==> config.mk <==
export PLATFORM = sky130hd
export DESIGN_NAME = rr_mux8_flat
export DESIGN_NICKNAME = d
export VERILOG_FILES = /design/src/rtl/rr_mux8_pkg.sv /design/src/rtl/rr_mux8_if.sv /design/src/rtl/rr_arb8.sv /design/src/rtl/rr_mux8.sv /design/src/flat_wrapper.sv
export SDC_FILE = /design/constraint.sdc
export NUM_CORES = 1
export LEC_CHECK = 0
export CAP_MARGIN = 20
export CELL_PAD_IN_SITES_DETAIL_PLACEMENT = 1
export CELL_PAD_IN_SITES_GLOBAL_PLACEMENT = 1
export CORE_MARGIN = 2
export CORE_UTILIZATION = 35
export DETAILED_ROUTE_END_ITERATION = 8
export PLACE_DENSITY_LB_ADDON = 0.1
export SLEW_MARGIN = 5
export SYNTH_ARGS = -nofsm -noshare
export SYNTH_HDL_FRONTEND = slang
export SYNTH_SLANG_ARGS = --single-unit
==> constraint.sdc <==
create_clock -name clk -period 11.65 [get_ports clk]
set_clock_uncertainty 0.1 [all_clocks]
set_input_delay 2.33 -clock clk [delete_from_list [all_inputs] [get_ports clk]]
set_output_delay 2.33 -clock clk [all_outputs]
set_load 0.02 [all_outputs]
==> src/rtl/rr_mux8_pkg.sv <==
// rr_mux8 shared types: lane count, lane index and packet-lock state.
// Optional packet lock is enabled with RR_MUX8_PKT_LOCK_EN.
package rr_mux8_pkg;

  localparam int NUM_CH = 8;
  localparam int SEL_W  = 3;

  typedef logic [SEL_W-1:0] lane_t;

  typedef enum logic {
    ARB,
    LOCKED
  } lock_e;

  function automatic lane_t lane_add(
    input lane_t a,
    input int unsigned k
  );
    return lane_t'(a + lane_t'(k));
  endfunction

endpackage

==> src/rtl/rr_mux8_if.sv <==
// rr_mux8 lane/stream bundle; master drives lanes, slave is the mux.
// RR_MUX8_PKT_LOCK_EN adds in_last/out_last.
interface rr_mux8_if #(
  parameter int DATA_W = 1
);
  import rr_mux8_pkg::*;

  logic [NUM_CH-1:0]        in_valid;
  logic [NUM_CH*DATA_W-1:0] in_data;
  logic [NUM_CH-1:0]        in_ready;
  logic                     out_valid;
  logic [DATA_W-1:0]        out_data;
  lane_t                    out_sel;
  logic                     out_ready;

`ifdef RR_MUX8_PKT_LOCK_EN
  logic [NUM_CH-1:0]        in_last;
  logic                     out_last;

  modport master (
    output in_valid, in_data, in_last,
    output out_ready,
    input  in_ready,
    input  out_valid, out_data,
    input  out_sel, out_last
  );

  modport slave (
    input  in_valid, in_data, in_last,
    input  out_ready,
    output in_ready,
    output out_valid, out_data,
    output out_sel, out_last
  );
`else
  modport master (
    output in_valid, in_data,
    output out_ready,
    input  in_ready,
    input  out_valid, out_data,
    input  out_sel
  );

  modport slave (
    input  in_valid, in_data,
    input  out_ready,
    output in_ready,
    output out_valid, out_data,
    output out_sel
  );
`endif

endinterface

==> src/rtl/rr_arb8.sv <==
// Combinational rotating-priority arbiter over 8 requests.
// Search order is ptr+1 .. ptr+8 (mod 8).
module rr_arb8
  import rr_mux8_pkg::*;
(
  input  logic [NUM_CH-1:0] i_req,
  input  lane_t             i_ptr,
  output logic [NUM_CH-1:0] o_gnt,
  output lane_t             o_idx,
  output logic              o_any
);

  lane_t w_c;

  always_comb begin
    o_gnt = '0;
    o_idx = '0;
    o_any = 1'b0;
    w_c   = '0;
    for (int k = 1; k <= NUM_CH; k++) begin
      w_c = lane_add(i_ptr, k);
      if (!o_any && i_req[w_c]) begin
        o_any      = 1'b1;
        o_idx      = w_c;
        o_gnt[w_c] = 1'b1;
      end
    end
  end

endmodule

==> src/rtl/rr_mux8.sv <==
// 8-to-1 round-robin collector with one registered output stage.
// RR_MUX8_PKT_LOCK_EN holds the grant on a lane until in_last.
module rr_mux8
  import rr_mux8_pkg::*;
#(
  parameter int DATA_W = 1
) (
  input logic        clk,
  input logic        rst_n,
  rr_mux8_if.slave   bus
);

  logic              r_valid;
  logic [DATA_W-1:0] r_data;
  lane_t             r_sel;
  lane_t             r_ptr;

  logic [NUM_CH-1:0] w_req;
  logic [NUM_CH-1:0] w_gnt;
  lane_t             w_idx;
  logic              w_any;
  logic              w_load;
  logic [DATA_W-1:0] w_lane_data;

  assign w_load = !r_valid || bus.out_ready;

  assign w_lane_data =
    bus.in_data[int'(w_idx)*DATA_W +: DATA_W];

`ifdef RR_MUX8_PKT_LOCK_EN
  lock_e r_state;
  lock_e w_state_nxt;
  lane_t r_lock_ch;
  lane_t w_lock_nxt;
  logic  r_last;
  logic  w_last;
  logic  w_take;

  // While locked only the owning lane may request.
  assign w_req = (r_state == LOCKED)
    ? (bus.in_valid & (NUM_CH'(1) << r_lock_ch))
    : bus.in_valid;

  assign w_last = bus.in_last[w_idx];
  assign w_take = w_load && w_any;

  always_ff @(posedge clk or negedge rst_n) begin
    if (!rst_n) begin
      r_state   <= ARB;
      r_lock_ch <= '0;
    end else begin
      r_state   <= w_state_nxt;
      r_lock_ch <= w_lock_nxt;
    end
  end

  always_comb begin
    w_state_nxt = r_state;
    w_lock_nxt  = r_lock_ch;
    if (w_take) begin
      unique case (r_state)
        ARB: begin
          if (!w_last) begin
            w_state_nxt = LOCKED;
            w_lock_nxt  = w_idx;
          end
        end
        LOCKED: begin
          if (w_last) w_state_nxt = ARB;
        end
      endcase
    end
  end

  always_ff @(posedge clk or negedge rst_n) begin
    if (!rst_n) begin
      r_last <= 1'b0;
    end else if (w_load && w_any) begin
      r_last <= w_last;
    end
  end

  assign bus.out_last = r_last;
`else
  assign w_req = bus.in_valid;
`endif

  rr_arb8 u_arb (
    .i_req (w_req),
    .i_ptr (r_ptr),
    .o_gnt (w_gnt),
    .o_idx (w_idx),
    .o_any (w_any)
  );

  assign bus.in_ready =
    (rst_n && w_load) ? w_gnt : '0;

  always_ff @(posedge clk or negedge rst_n) begin
    if (!rst_n) begin
      r_valid <= 1'b0;
      r_data  <= '0;
      r_sel   <= '0;
      r_ptr   <= lane_t'(NUM_CH - 1);
    end else if (w_load) begin
      r_valid <= w_any;
      if (w_any) begin
        r_data <= w_lane_data;
        r_sel  <= w_idx;
        r_ptr  <= w_idx;
      end
    end
  end

  assign bus.out_valid = r_valid;
  assign bus.out_data  = r_data;
  assign bus.out_sel   = r_sel;

endmodule

==> src/flat_wrapper.sv <==
// flat-port wrapper written by rule: the top's interface ports become plain ports
module rr_mux8_flat import rr_mux8_pkg::*;
#(
  parameter int DATA_W = 1
)
  (clk, rst_n, bus_in_valid, bus_in_data, bus_out_ready, bus_in_ready, bus_out_valid, bus_out_data, bus_out_sel);
  rr_mux8_if #(.DATA_W(DATA_W)) bus_i ();
  input logic clk;
  input logic rst_n;
  input wire logic [$bits(bus_i.in_valid)-1:0] bus_in_valid;
  input wire logic [$bits(bus_i.in_data)-1:0] bus_in_data;
  input wire logic [$bits(bus_i.out_ready)-1:0] bus_out_ready;
  output wire logic [$bits(bus_i.in_ready)-1:0] bus_in_ready;
  output wire logic [$bits(bus_i.out_valid)-1:0] bus_out_valid;
  output wire logic [$bits(bus_i.out_data)-1:0] bus_out_data;
  output wire logic [$bits(bus_i.out_sel)-1:0] bus_out_sel;
  assign bus_i.in_valid = bus_in_valid;
  assign bus_i.in_data = bus_in_data;
  assign bus_i.out_ready = bus_out_ready;
  assign bus_in_ready = bus_i.in_ready;
  assign bus_out_valid = bus_i.out_valid;
  assign bus_out_data = bus_i.out_data;
  assign bus_out_sel = bus_i.out_sel;
  rr_mux8 #(.DATA_W(DATA_W)) u_core (.clk(clk), .rst_n(rst_n), .bus(bus_i));
endmodule
==> results of run 1 <==
-- cell usage after synthesis, drive strengths merged, types with 3 or more instances --
cell,count,area share (%)
mux2i,25,15
nand2,21,4.6
nor2,19,4.3
mux4,12,16
buf,8,3.1
mux2,8,5.9
o21ai,8,2.3
and2,6,2.2
ha,6,4.3
inv,6,1.3
a21oi,5,1.4
dfrtp,5,7.2
nand3,5,1.4
nor3,5,2.7
o211ai,5,2.5
a222oi,4,2.3
a311oi,4,2.0
nand2b,4,1.4
or2,4,1.6
dfstp,3,4.6
-- sequential cells by signal, indices dropped and copies added, names as in the netlist --
register and flops:
u_core.bus.out_data 1, u_core.bus.out_sel 3, u_core.bus.out_valid 1, u_core.r_ptr 3
-- layer usage --
layer	track usage (%)	wire (um)	up-vias
met3	2.981	273	10
met4	5.952	102	0
met5	0	0	-
li1	-	-	788
met2	34.52	2700	49
met1	28.63	2344	830
-- through the flow --
step | setup slack, ns | area, um2 | instances | hold slack, ns
floorplan | 4.554 | 1732 | 189 | 0.4827
global placement | 3.440 | 2068 | 278 | 0.3621
detailed placement | 3.385 | 2068 | 278 | 0.3655
CTS | 3.372 | 2113 | 282 | 0.3778
global route | 3.123 | 2113 | 282 | 0.4005
finish | 3.363 | 2113 | 282 | 0.3726
-- kinds of logic (layout without fill, tap and decap cells) --
kind of cell	after synthesis	count (layout)	share of synthesized area, %
buffers and inverters	15	41	4.624
multiplexers	45	45	36.13
flip-flops	8	8	11.78
AO/OA/AOI/OAI	43	43	20.09
adder cells (fa/ha/maj)	6	6	4.335
XOR/XNOR	3	3	1.951
AND/OR/NAND/NOR	69	69	21.10
-- final cells by class --
cell class / count / area share [%]
Sequential cell: 8 / 9.651
Inverter: 6 / 1.066
Clock buffer: 4 / 2.131
Tap cell: 67 / 3.967
Multi-Input combinational cell: 166 / 68.50
Timing Repair Buffer: 31 / 14.68
-- worst paths after layout --
kind                                  startpoint                    end  slack, ns  cells after the start
max in group asynchronous                  rst_n        u_core.r_ptr[1]       8.83                      1
max                              bus_in_valid[7]        bus_in_ready[7]       3.36                     10
min reg2reg                u_core.bus.out_sel[0]  u_core.bus.out_sel[0]       0.37                      2
min in group asynchronous                  rst_n    u_core.bus.out_data       2.29                      1
min                        u_core.bus.out_sel[0]  u_core.bus.out_sel[0]       0.37                      2
max reg2reg                      u_core.r_ptr[0]    u_core.bus.out_data       6.85                      9
-- tightest hold or removal path, cell delays in order, from the launching register on --
cell and delay, ns:
sky130_fd_sc_hd__dfrtp_1 0.33, sky130_fd_sc_hd__nand2_1 0.05, sky130_fd_sc_hd__nand2_1 0.06
==> summary.md, run 1 <==
| Metric | Value |
|---|---|
| Routed wire length | `5420 um` |
| Critical path arrival | `5.86 ns` |
| Via count of the first global-routing pass | `1782` |
| TritonCTS Buffers | `3` |
| Top cell family by delay on the critical path | `multiplexers` |
| Final design utilization | `44.45%` |
| Result of the run | `completed` |
| Total die area | `5526 um2` |
| Total number of placement rows | `25` |
| Half-perimeter wire length after placement | `4317 um` |
| WL/cell | `19.22 um` |
| Number of synthesized flops with an enable pin | `0` |
| Number of placed I/O pins | `32` |
| Layout cell share with drive strength beyond 1 | `17.21%` |
| Number of routed nets with antenna violations | `0` |
| Area added between synthesis and finish | `22.04%` |
| CTS Hold Bufs | `0` |
| Type of destination of the critical path | `primary output` |
| Number of sinks handled by clock tree synthesis | `8` |
| Shortest clock period the worst path allows after layout | `8.287 ns` |
| Synthesis-stage register bit count | `8` |
| Tcrit/Tclk final | `71.13%` |
| Starting density of the core | `36.42%` |
| Combined area of the multi-input logic cells | `1448 um2` |
| GP Congestion | `0.9287` |
| Hold violation total from the final report | `0` |
| Critical path startpoint category | `input port` |
| Initial DRT Pass Iterations | `6` |
| Quantity of I/O buffers inserted on ports | `31` |
| Violation count after the first detailed-route iteration | `115` |
| Setup TNS | `0 ns` |
| Seq. cell area | `203.9 um2` |
| Async set-reset flop share out of synthesis | `100.0%` |
| Number of nets in the synthesized netlist | `214` |
| Slowest CP cell | `sky130_fd_sc_hd__clkdlybuf4s50_1` |
| Setup repair after global routing missed its margin | `false` |
| Most common cell after layout, fill and taps aside | `sky130_fd_sc_hd__clkdlybuf4s50_1` |
| Data required time at the worst endpoint | `9.22 ns` |
| Worst Max-Slew Pin Slew | `0.6817 ns` |
| Mean instance size in the synthesized netlist | `9.162 um2` |
| Clock transition at the registers of the reported paths | `0.04 ns` |
| Largest net degree at the start of global routing | `29` |
| Class of the most critical hold timing path | `register to register` |
| Crit-path cells | `clkdlybuf4s50_1 > mux2_4 > mux4_2 > a2111o_4 > nor3_4 > mux2i_1 > mux2i_1 > nor2_1 > a311oi_1 > clkdlybuf4s50_1` |
| Via density | `5.947` |
| Synth Flop Type | `sky130_fd_sc_hd__dfrtp_1` |
| Post-detailed-route DRC marker count | `0` |
| Post-CTS setup-driven buffer insertion count | `0` |
| Diode count | `0` |
| Combined area of all synthesized cells | `1732 um2` |
| Number of nets in the layout | `241` |
| Cells after Synth | `189` |
| Overflow left after global routing | `0` |
| Routed vias | `1677` |
| Gr usage total | `20.88%` |
| Largest stage delay on the critical path | `0.64 ns` |
| Worst slew margin | `54.56%` |
| Commonest cells after routing, fill and taps aside | `31 x sky130_fd_sc_hd__clkdlybuf4s50_1, 24 x sky130_fd_sc_hd__mux2i_1, 21 x sky130_fd_sc_hd__nand2_1` |
| H-tree Lvls | `1` |
| Clock tree buffer depth | `2` |
| Post-CTS resize count | `0` |
| CTS Root Buffer Type | `sky130_fd_sc_hd__clkbuf_8` |
| Max-cap violations | `0` |
| Count of yosys warnings during synthesis | `0` |
| CTS tree | `done` |
| Library cells used by synthesis | `55` |
| Crit-path max FO | `8` |
| Clock latency of the later-clocked register in the worst-skew pair | `0.24 ns` |
| Core Box Area | `4755 um2` |
| Fill cell count | `562` |
| Initial antenna violation count | `0` |
| Highest Clock Rate | `120.7 MHz` |
| Endpoints failing setup | `0` |
| Height of the die | `74.34 um` |
| Sequential element share of the synthesized area | `11.78%` |
| Number of slew-limit violations in the final report | `0` |
| Global-route wire length before repair | `8901 um` |
| Worst Path Buf+Inv | `2` |
| Setup Crit Path Kind | `input port to primary output` |
| Die Width | `74.34 um` |
Power of run 1 is not shown: default switching activity piles up to over one toggle a cycle in this logic, so the estimate is an artifact.
==> run 2: changes to the inputs <==
==> constraint.sdc (replaced) <==
create_clock -name clk -period 7.1 [get_ports clk]
set_clock_uncertainty 0.1 [all_clocks]
set_input_delay 1.42 -clock clk [delete_from_list [all_inputs] [get_ports clk]]
set_output_delay 1.42 -clock clk [all_outputs]
set_load 0.02 [all_outputs]
==> run 2 against run 1 <==
Effect of this change:
- hold slack better by 0.024 ns
- first-iteration DRC count grew 7.0%
- critical path depth stayed put
- register-to-register slack got worse by 4.2 ns
- routed wire length increased by 2.7%
- flip-flop and latch count is the same
- cell area is 0.71% higher
- non-clock buffer count is 2 higher
- global-route usage is 0.76 points higher
- largest cell class unchanged
- highest routed layer unchanged
==> summary.md, run 2 (synthesized netlist as in run 1, its figures left out) <==
| Metric | Value |
|---|---|
| Critical path startpoint category | `input port` |
| Post-CTS setup-driven buffer insertion count | `0 (unchanged)` |
| Initial antenna violation count | `0 (unchanged)` |
| Core Box Area | `4755 um2 (unchanged)` |
| Total number of placement rows | `25 (unchanged)` |
| Most common cell after layout, fill and taps aside | `sky130_fd_sc_hd__clkdlybuf4s50_1` |
| Routed vias | `1709 (+1.9%)` |
| CTS Hold Bufs | `0 (unchanged)` |
| Number of nets in the layout | `243 (+0.83%)` |
| Via density | `6.018 (+1.2%)` |
| Worst Max-Slew Pin Slew | `0.6195 ns (-0.06216 ns)` |
| Type of destination of the critical path | `primary output` |
| Result of the run | `completed` |
| GP Congestion | `0.9066 (-2.4%)` |
| Worst slew margin | `58.70% (+4.1 points)` |
| Violation count after the first detailed-route iteration | `123 (+7.0%)` |
| Setup repair after global routing missed its margin | `false` |
| Routed wire length | `5569 um (+2.7%)` |
| Hold violation total from the final report | `0 (unchanged)` |
| Number of slew-limit violations in the final report | `0 (unchanged)` |
| CTS tree | `done` |
| Via count of the first global-routing pass | `1788 (+0.34%)` |
| Total die area | `5526 um2 (unchanged)` |
| Layout cell share with drive strength beyond 1 | `17.97% (+0.76 points)` |
| Area added between synthesis and finish | `22.90%` |
| Half-perimeter wire length after placement | `4414 um (+2.3%)` |
| Highest Clock Rate | `155.0 MHz` |
| Post-detailed-route DRC marker count | `0 (unchanged)` |
| Post-CTS resize count | `0 (unchanged)` |
| Clock latency of the later-clocked register in the worst-skew pair | `0.23 ns (about the same)` |
| Number of placed I/O pins | `32 (unchanged)` |
| Class of the most critical hold timing path | `register to register` |
| CTS Root Buffer Type | `sky130_fd_sc_hd__clkbuf_8` |
| Endpoints failing setup | `0 (unchanged)` |
| Die Width | `74.34 um (unchanged)` |
| Number of routed nets with antenna violations | `0 (unchanged)` |
| TritonCTS Buffers | `3 (unchanged)` |
| WL/cell | `19.61 um (+2.0%)` |
| Height of the die | `74.34 um (unchanged)` |
| Setup TNS | `0 ns (unchanged)` |
| Fill cell count | `574 (+2.1%)` |
| Clock tree buffer depth | `2 (unchanged)` |
| Diode count | `0 (unchanged)` |
| Global-route wire length before repair | `9135 um (+2.6%)` |
| Gr usage total | `21.64% (+0.76 points)` |
| Quantity of I/O buffers inserted on ports | `31 (unchanged)` |
| Initial DRT Pass Iterations | `6 (unchanged)` |
| Largest net degree at the start of global routing | `27 (-6.9%)` |
| Tcrit/Tclk final | `90.89%` |
| Register-to-register setup slack | `2.67 ns (-4.18 ns)` |
| Setup Crit Path Kind | `input port to primary output` |
| Number of sinks handled by clock tree synthesis | `8 (unchanged)` |
| Overflow left after global routing | `0 (unchanged)` |
| Max-cap violations | `0 (unchanged)` |
| Clock transition at the registers of the reported paths | `0.04 ns (about the same)` |
| Crit-path max FO | `8 (unchanged)` |
| Data required time at the worst endpoint | `5.58 ns (-3.64 ns)` |
| H-tree Lvls | `1 (unchanged)` |
| Starting density of the core | `36.42% (unchanged)` |
| Commonest cells after routing, fill and taps aside | `31 x sky130_fd_sc_hd__clkdlybuf4s50_1, 24 x sky130_fd_sc_hd__mux2i_1, 21 x sky130_fd_sc_hd__nand2_1` |
| Critical path arrival | `4.93 ns (-0.93 ns)` |
| Shortest clock period the worst path allows after layout | `6.453 ns` |
run 2: cell types whose count changed in the layout (fill, tap and decap cells not counted), sizes merged:
cell / previous run / this run
buf: 0 / 2
run 2: layout make-up:
class	instances	area (um2)	share of cell area, %
Timing Repair Buffer	33	325.3	15.29
Sequential cell	8	203.9	9.583
Multi-Input combinational cell	166	1448	68.02
Inverter	6	22.52	1.058
Clock buffer	4	45.04	2.116
Tap cell	67	83.83	3.939
run 2: metal layers:
layer  vias up  global-route usage (%)  wire, um
met3         5                   1.355        95
met5         -                       0         0
li1        794                       -         -
met2        27                   38.29      2876
met1       883                   29.55      2552
met4         0                   3.968        44
run 2: worst paths after layout:
kind,end,start,cells past startpoint
setup reg to reg,u_core.bus.out_data,u_core.r_ptr[1],9
hold reg to reg,u_core.bus.out_sel[0],u_core.bus.out_sel[0],2
hold / removal,u_core.bus.out_sel[0],u_core.bus.out_sel[0],2
min in group asynchronous,u_core.bus.out_data,rst_n,1
setup / recovery,bus_in_ready[7],bus_in_valid[7],10
max in group asynchronous,u_core.r_ptr[0],rst_n,1
run 2: critical path: stages:
cell and delay (ns):
sky130_fd_sc_hd__clkdlybuf4s50_1 0.55, sky130_fd_sc_hd__mux2_4 0.36, sky130_fd_sc_hd__mux4_2 0.49, sky130_fd_sc_hd__a2111o_4 0.45
sky130_fd_sc_hd__nor3_4 0.28, sky130_fd_sc_hd__mux2i_1 0.13, sky130_fd_sc_hd__mux2i_1 0.28, sky130_fd_sc_hd__nor2_1 0.07
sky130_fd_sc_hd__a311oi_1 0.25, sky130_fd_sc_hd__clkdlybuf4s50_1 0.65
run 2: through the flow:
step	worst slack, ns	util [%]	std cells	hold slack [ns]	cell area [um2]
3_5_place_dp	0.6444	43.82	280	0.3855	2083
5_1_grt	0.3803	44.76	284	0.4063	2128
2_1_floorplan	1.671	-	189	0.4827	1732
6_report	0.6470	44.76	284	0.3963	2128
3_3_place_gp	0.7259	43.82	280	0.3594	2083
4_1_cts	0.6417	44.76	284	0.3953	2128
Power of run 2 is left out for the same reason.
